===== config.mk =====
export PLATFORM = sky130hd
export DESIGN_NAME = hash_msg_feeder_flat
export DESIGN_NICKNAME = d
export VERILOG_FILES = /design/src/rtl/hash_msg_feeder_if.sv /design/src/rtl/hash_msg_feeder.sv /design/src/flat_wrapper.sv
export SDC_FILE = /design/constraint.sdc
export NUM_CORES = 1
export LEC_CHECK = 0
export BUFFER_PORTS_ARGS = -buffer_cell sky130_fd_sc_hd__buf_2
export CAP_MARGIN = 20
export CELL_PAD_IN_SITES_DETAIL_PLACEMENT = 0
export CELL_PAD_IN_SITES_GLOBAL_PLACEMENT = 1
export CORE_MARGIN = 8
export CORE_UTILIZATION = 41
export DETAILED_ROUTE_END_ITERATION = 16
export GPL_TIMING_DRIVEN = 0
export MAX_ROUTING_LAYER = met4
export PLACE_DENSITY = 0.87
export SLEW_MARGIN = 10
export SYNTH_ARGS = -nofsm -noshare
export SYNTH_HDL_FRONTEND = slang
export SYNTH_SLANG_ARGS = --single-unit

===== constraint.sdc =====
create_clock -name clk -period 7 [get_ports clk]
set_input_delay 1.4 -clock clk [delete_from_list [all_inputs] [get_ports clk]]
set_output_delay 1.4 -clock clk [all_outputs]
set_load 0.01 [all_outputs]

===== src/rtl/hash_msg_feeder_if.sv =====
// Byte-feeder bundle: host job control, upstream byte stream, hash-core
// byte interface and digest/result handshake.
interface hash_msg_feeder_if #(
  parameter int LEN_W    = 64,
  parameter int DIGEST_W = 32
);
  // host job control
  logic                start;
  logic [LEN_W-1:0]    msg_len;
  logic                busy;
  // upstream byte source
  logic [7:0]          s_byte;
  logic                s_valid;
  logic                s_ready;
  // hash core byte side
  logic [7:0]          M;
  logic                M_valid;
  logic [LEN_W-1:0]    input_length;
  logic                hash_ready;
  logic [DIGEST_W-1:0] digest;
  // result handshake
  logic [DIGEST_W-1:0] result;
  logic                result_valid;
  logic                result_ack;
  logic                timeout_err;

  // feeder side
  modport master (
    input  start, msg_len, s_byte, s_valid, hash_ready, digest, result_ack,
    output busy, s_ready, M, M_valid, input_length, result, result_valid, timeout_err
  );

  // environment side (host, upstream source, hash core)
  modport slave (
    output start, msg_len, s_byte, s_valid, hash_ready, digest, result_ack,
    input  busy, s_ready, M, M_valid, input_length, result, result_valid, timeout_err
  );
endinterface


===== src/rtl/hash_msg_feeder.sv =====
// hash_msg_feeder: pulls a message byte stream from an upstream valid/ready
// source, strobes it into the hash core one byte at a time with an idle gap
// after each pulse, then waits (with a timeout) for the digest and hands it
// to the host on a valid/ack handshake.
module hash_msg_feeder #(
  parameter int LEN_W      = 64,
  parameter int DIGEST_W   = 32,
  parameter int GAP_CYCLES = 1,
  parameter int TIMEOUT    = 4096
) (
  input  logic              clk,
  input  logic              rst_n,
  hash_msg_feeder_if.master bus
);

  localparam int TO_W  = (TIMEOUT > 2) ? $clog2(TIMEOUT) : 1;
  localparam int GAP_W = (GAP_CYCLES > 1) ? $clog2(GAP_CYCLES) : 1;

  localparam logic [TO_W-1:0]  TO_LAST  = TO_W'(TIMEOUT - 1);
  localparam logic [GAP_W-1:0] GAP_LAST = GAP_W'(GAP_CYCLES - 1);

  typedef enum logic [2:0] {
    S_IDLE  = 3'd0,
    S_FETCH = 3'd1,
    S_SEND  = 3'd2,
    S_GAP   = 3'd3,
    S_WAIT  = 3'd4,
    S_DONE  = 3'd5,
    S_ERR   = 3'd6
  } state_e;

  state_e              state_q, state_d;
  logic [7:0]          m_q, m_d;
  logic                m_valid_q, m_valid_d;
  logic [LEN_W-1:0]    len_q, len_d;
  logic [LEN_W-1:0]    rem_q, rem_d;
  logic [GAP_W-1:0]    gap_q, gap_d;
  logic [TO_W-1:0]     to_q, to_d;
  logic [DIGEST_W-1:0] result_q, result_d;
  logic                result_valid_q, result_valid_d;
  logic                timeout_err_q, timeout_err_d;

  // Next-state and next-output decode; strobe and counters default to idle
  always_comb begin
    state_d        = state_q;
    m_d            = m_q;
    m_valid_d      = 1'b0;
    len_d          = len_q;
    rem_d          = rem_q;
    gap_d          = '0;
    to_d           = '0;
    result_d       = result_q;
    result_valid_d = result_valid_q;
    timeout_err_d  = timeout_err_q;

    case (state_q)
      S_IDLE: begin
        if (bus.start) begin
          len_d = bus.msg_len;
          rem_d = bus.msg_len;
          if (bus.msg_len == '0) begin
            state_d = S_WAIT;
          end else begin
            state_d = S_FETCH;
          end
        end else begin
          state_d = S_IDLE;
        end
      end

      S_FETCH: begin
        if (bus.s_valid) begin
          m_d       = bus.s_byte;
          m_valid_d = 1'b1;
          // never wraps below zero
          rem_d     = (rem_q != '0) ? (rem_q - LEN_W'(1)) : rem_q;
          state_d   = S_SEND;
        end else begin
          state_d = S_FETCH;
        end
      end

      S_SEND: begin
        if (GAP_CYCLES != 0) begin
          state_d = S_GAP;
        end else if (rem_q == '0) begin
          state_d = S_WAIT;
        end else begin
          state_d = S_FETCH;
        end
      end

      S_GAP: begin
        if (gap_q == GAP_LAST) begin
          if (rem_q == '0) begin
            state_d = S_WAIT;
          end else begin
            state_d = S_FETCH;
          end
        end else begin
          gap_d = gap_q + GAP_W'(1);
        end
      end

      S_WAIT: begin
        // digest arrival takes priority over an expiring timeout
        if (bus.hash_ready) begin
          result_d       = bus.digest;
          result_valid_d = 1'b1;
          state_d        = S_DONE;
        end else if (to_q == TO_LAST) begin
          timeout_err_d = 1'b1;
          state_d       = S_ERR;
        end else begin
          to_d = to_q + TO_W'(1);
        end
      end

      S_DONE: begin
        if (bus.result_ack) begin
          result_valid_d = 1'b0;
          state_d        = S_IDLE;
        end else begin
          state_d = S_DONE;
        end
      end

      S_ERR: begin
        if (bus.result_ack) begin
          timeout_err_d = 1'b0;
          state_d       = S_IDLE;
        end else begin
          state_d = S_ERR;
        end
      end

      default: begin
        state_d = S_IDLE;
      end
    endcase
  end

  // State and datapath registers with synchronous active-low reset
  always_ff @(posedge clk) begin
    if (!rst_n) begin
      state_q        <= S_IDLE;
      m_q            <= 8'h00;
      m_valid_q      <= 1'b0;
      len_q          <= '0;
      rem_q          <= '0;
      gap_q          <= '0;
      to_q           <= '0;
      result_q       <= '0;
      result_valid_q <= 1'b0;
      timeout_err_q  <= 1'b0;
    end else begin
      state_q        <= state_d;
      m_q            <= m_d;
      m_valid_q      <= m_valid_d;
      len_q          <= len_d;
      rem_q          <= rem_d;
      gap_q          <= gap_d;
      to_q           <= to_d;
      result_q       <= result_d;
      result_valid_q <= result_valid_d;
      timeout_err_q  <= timeout_err_d;
    end
  end

  assign bus.M            = m_q;
  assign bus.M_valid      = m_valid_q;
  assign bus.input_length = len_q;
  assign bus.result       = result_q;
  assign bus.result_valid = result_valid_q;
  assign bus.timeout_err  = timeout_err_q;
  assign bus.busy         = (state_q != S_IDLE);
  assign bus.s_ready      = (state_q == S_FETCH);

endmodule


===== src/flat_wrapper.sv =====
// flat-port wrapper written by rule: the top's interface ports become plain ports
module hash_msg_feeder_flat 
#(
  parameter int LEN_W      = 64,
  parameter int DIGEST_W   = 32,
  parameter int GAP_CYCLES = 1,
  parameter int TIMEOUT    = 4096
)
  (clk, rst_n, bus_start, bus_msg_len, bus_s_byte, bus_s_valid, bus_hash_ready, bus_digest, bus_result_ack, bus_busy, bus_s_ready, bus_M, bus_M_valid, bus_input_length, bus_result, bus_result_valid, bus_timeout_err);
  hash_msg_feeder_if #(.LEN_W(LEN_W), .DIGEST_W(DIGEST_W)) bus_i ();
  input  logic clk;
  input  logic rst_n;
  input wire logic [$bits(bus_i.start)-1:0] bus_start;
  input wire logic [$bits(bus_i.msg_len)-1:0] bus_msg_len;
  input wire logic [$bits(bus_i.s_byte)-1:0] bus_s_byte;
  input wire logic [$bits(bus_i.s_valid)-1:0] bus_s_valid;
  input wire logic [$bits(bus_i.hash_ready)-1:0] bus_hash_ready;
  input wire logic [$bits(bus_i.digest)-1:0] bus_digest;
  input wire logic [$bits(bus_i.result_ack)-1:0] bus_result_ack;
  output wire logic [$bits(bus_i.busy)-1:0] bus_busy;
  output wire logic [$bits(bus_i.s_ready)-1:0] bus_s_ready;
  output wire logic [$bits(bus_i.M)-1:0] bus_M;
  output wire logic [$bits(bus_i.M_valid)-1:0] bus_M_valid;
  output wire logic [$bits(bus_i.input_length)-1:0] bus_input_length;
  output wire logic [$bits(bus_i.result)-1:0] bus_result;
  output wire logic [$bits(bus_i.result_valid)-1:0] bus_result_valid;
  output wire logic [$bits(bus_i.timeout_err)-1:0] bus_timeout_err;
  assign bus_i.start = bus_start;
  assign bus_i.msg_len = bus_msg_len;
  assign bus_i.s_byte = bus_s_byte;
  assign bus_i.s_valid = bus_s_valid;
  assign bus_i.hash_ready = bus_hash_ready;
  assign bus_i.digest = bus_digest;
  assign bus_i.result_ack = bus_result_ack;
  assign bus_busy = bus_i.busy;
  assign bus_s_ready = bus_i.s_ready;
  assign bus_M = bus_i.M;
  assign bus_M_valid = bus_i.M_valid;
  assign bus_input_length = bus_i.input_length;
  assign bus_result = bus_i.result;
  assign bus_result_valid = bus_i.result_valid;
  assign bus_timeout_err = bus_i.timeout_err;
  hash_msg_feeder #(.LEN_W(LEN_W), .DIGEST_W(DIGEST_W), .GAP_CYCLES(GAP_CYCLES), .TIMEOUT(TIMEOUT)) u_core (.clk(clk), .rst_n(rst_n), .bus(bus_i));
endmodule

==> impl_metrics.ini <==
[timing]
timing.final.crit_share = 0.638
setup_tns_ns = 0
tightest_slew_ns = 1.18
post-route-min-period_ns = 4.47
worst_slack_ns = 2.53
fin_skew_ns = 0.0110
fmax_mhz = 224
timing.hold.ws_ns = 0.452
setup_violations = 0
hold_viol = 0
max_slew_margin = 0.207
rsz0062_at_grt = false
slew_viol_final = 0

[global_route]
gr-usage-met3 = 0.0559
grt.overflow.total = 0
grt_max_degree = 20
grt_busiest_layer = met2
antenna_found_initial = 2
globalRouteMet1Util = 0.337
grtUsageTotal = 0.263
grt_use_met2 = 0.388
grt_pass1_wl_um = 52700
grt_pass1_vias = 9255

[outcome]
status = finished clean

[final_layout]
area_delta_synth_final_pct = 23.5
drive_gt1_frac = 0.195
fin_nets = 1531
num-fill-cells = 2197

[worst_setup_path]
crit_family = buffers and inverters
reg2regPathDepth = 9
cp_slowest_stage_delay_ns = 0.68
cpMostUsedCell = clkbuf_1
r2r_setup_slack_ns = 3.38
crit_chain = or3b_2 > clkinv_1 > clkbuf_1 > clkbuf_1 > buf_2
crit_fanout = 10
crit_path_end_kind = output port
timing.rr.start = u_core.state_q[0]
path_class = reg2out
cp.arrival_ns = 3.07
required_ns = 5.60
slowest_stage = clkbuf_1
crit_start = u_core.state_q[0]
cp-start-kind = flop
r2r_end = u_core.rem_q[51]
worst-path-buf-inv = 4

[cts]
clk_pin_slew_ns = 0.07
post_cts_buffers = 0
cts_root_buf = clkbuf_16
cts_tree = built
htree_num_levels = 4
hold_buffers = 0
insertion_delay_ns = 0.44
clock-sinks = 187
cts_buffers = 17
cts_buffer_depth = 2
post_cts_resized = 0

[yosys]
synth_top_family_by_area = simple AND/OR/NAND/NOR gates
synthAdderAreaFrac = 0.00286
ys_types = 62
synthArstFlopShare = 0
synth_flop_cell = dfxtp_1
synth_compound_area_frac = 0.232
synth.most_common_cell = nand2_1
ys_top_cells_by_area = dfxtp_1, nand2_1, a21oi_1
syn_area_per_cell_um2 = 7.40
syn-instance-count = 1182
syn_nets = 1294
syn_area_mm2 = 0.00875
ys_ff_latch = 187
synth_top_area_cell = dfxtp_1
synthMuxAreaShare = 0.00114
yosysSeqAreaShare = 0.428
synth-simple-area-share = 0.281
synthXorXnorAreaFrac = 0.0100
synth_top_cell_area_share = 0.428
yosys_warnings = 0
synth_edf_count = 0
ys_top_cells_by_count = nand2_1, dfxtp_1, a21oi_1, nor2_1, clkbuf_1

[route]
num_vias = 9871
viasPerCell = 5.78
drc = 0
routedWlPerCell_um = 20.2
first_pass_iters = 6
first_iter_violations = 1006
ant_nets = 0
wirelength_um = 34600

[min_path]
hold_end = u_core.bus.input_length[33]
min-delay-start = u_core.bus.input_length[33]
hold_path_class = reg2reg
min_delay_path_depth = 2

[power]
p_leak_nw = 4.33
internal-power_mw = 2.01
switchingPower_mw = 1.29
seqPwrFrac = 0.381
ir_worst_vdd_mv = 0.196
powerDensity_mw_per_mm2 = 306
clockPowerShare = 0.308
pwr-share-comb = 0.311
p_sw_frac = 0.391

[flow_run]
drv_cap = 0

[placement]
gp_congestion = 0.989
place_ws_ns = 2.74
numPortBuffers = 218
detailed_place_hpwl_um = 25200

[floorplan]
fp.dieH_um = 162
die_w_um = 162
initial_core_util = 0.417
ioPinCount = 219
rows = 53
dieArea_mm2 = 0.0263
core-area_mm2 = 0.0210
## worst max-delay path by stage
stage | end | slack [ns] | cells after the start
2_1_floorplan | u_core.rem_q[15] | 3.89 | 7
3_3_place_gp | u_core.rem_q[51] | 2.75 | 8
3_5_place_dp | u_core.rem_q[51] | 2.74 | 8
4_1_cts | bus_s_ready | 2.62 | 5
5_1_grt | bus_s_ready | 2.51 | 5
6_report | bus_s_ready | 2.53 | 5
## sequential cells by signal (all words and copies together) (netlist names)
register                 flops
u_core.bus.input_length     64
u_core.rem_q                64
u_core.bus.result           32
u_core.to_q                 12
u_core.bus.M                 8
u_core.state_q               3
u_core.bus.M_valid           1
u_core.bus.result_valid      1
u_core.bus.timeout_err       1
u_core.gap_q                 1
## logic make-up after synthesis
family | after synthesis
simple gates | 546
flops | 187
other cells | 1
fa+ha+maj | 2
xor+xnor | 10
buf+inv | 99
compound gates | 336
mux | 1
## layout make-up
cell class	instances	area, µm²	area share
repair buffers	218	1090	0.101
diodes	2	5.00	0.000463
well taps	275	344	0.0319
inverters	10	37.5	0.00348
flip-flops and latches	187	3740	0.347
multi-input cells	896	4620	0.427
clock inverters	14	175	0.0162
clock buffers	18	439	0.0407
plain buffers	89	349	0.0323
## stage by stage
| stage | area, µm² | util | total power [mW] | instances |
|---|---|---|---|---|
| 5_1_grt | 10800 | 0.515 | 3.46 | 1709 |
| 2_1_floorplan | 8750 | - | 1.90 | 1182 |
| 3_3_place_gp | 10200 | 0.486 | 2.27 | 1675 |
| 4_1_cts | 10800 | 0.515 | 3.29 | 1707 |
| 6_report | 10800 | 0.515 | 3.31 | 1709 |
| 3_5_place_dp | 10200 | 0.486 | 2.28 | 1675 |
## power by group through the flow
| stage | Clock, mW | Sequential [mW] | Combinational (mW) |
|---|---|---|---|
| floorplan | 0 | 1.28 | 0.624 |
| global placement | 0 | 1.28 | 0.991 |
| detailed placement | 0 | 1.28 | 0.995 |
| CTS | 1.03 | 1.26 | 1.00 |
| global route | 1.08 | 1.28 | 1.11 |
| finish | 1.02 | 1.26 | 1.03 |
## tightest hold or removal path: cells and delay by family, from the launching register on
family | cells | cell delay, ns
AO/OA/AOI/OAI | 1 | 0.05
flip-flops | 1 | 0.31
AND/OR/NAND/NOR | 1 | 0.05
## metal layers
metal,vias up,part of all wire
met5,-,0
met1,4548,0.42
met4,0,0.044
met2,548,0.44
li1,4677,-
met3,98,0.091
## cells in the final DEF, fill, tap and decap left out, types with 8 or more instances in the layout
| cell type | n |
|---|---|
| nand2_1 | 310 |
| buf_2 | 230 |
| dfxtp_1 | 187 |
| a21oi_1 | 175 |
| nor2_1 | 82 |
| clkbuf_1 | 70 |
| o21ai_1 | 33 |
| nor4_1 | 30 |
| nor3_1 | 27 |
| nand4_1 | 20 |
| nand3_1 | 18 |
| clkbuf_16 | 17 |
| o21ai_0 | 16 |
| o31ai_1 | 15 |
| a31oi_1 | 13 |
| or4_1 | 11 |
| o211ai_1 | 11 |
| or3_1 | 8 |
| inv_1 | 8 |
| a32o_1 | 8 |
(Power assumes the default switching activity.)
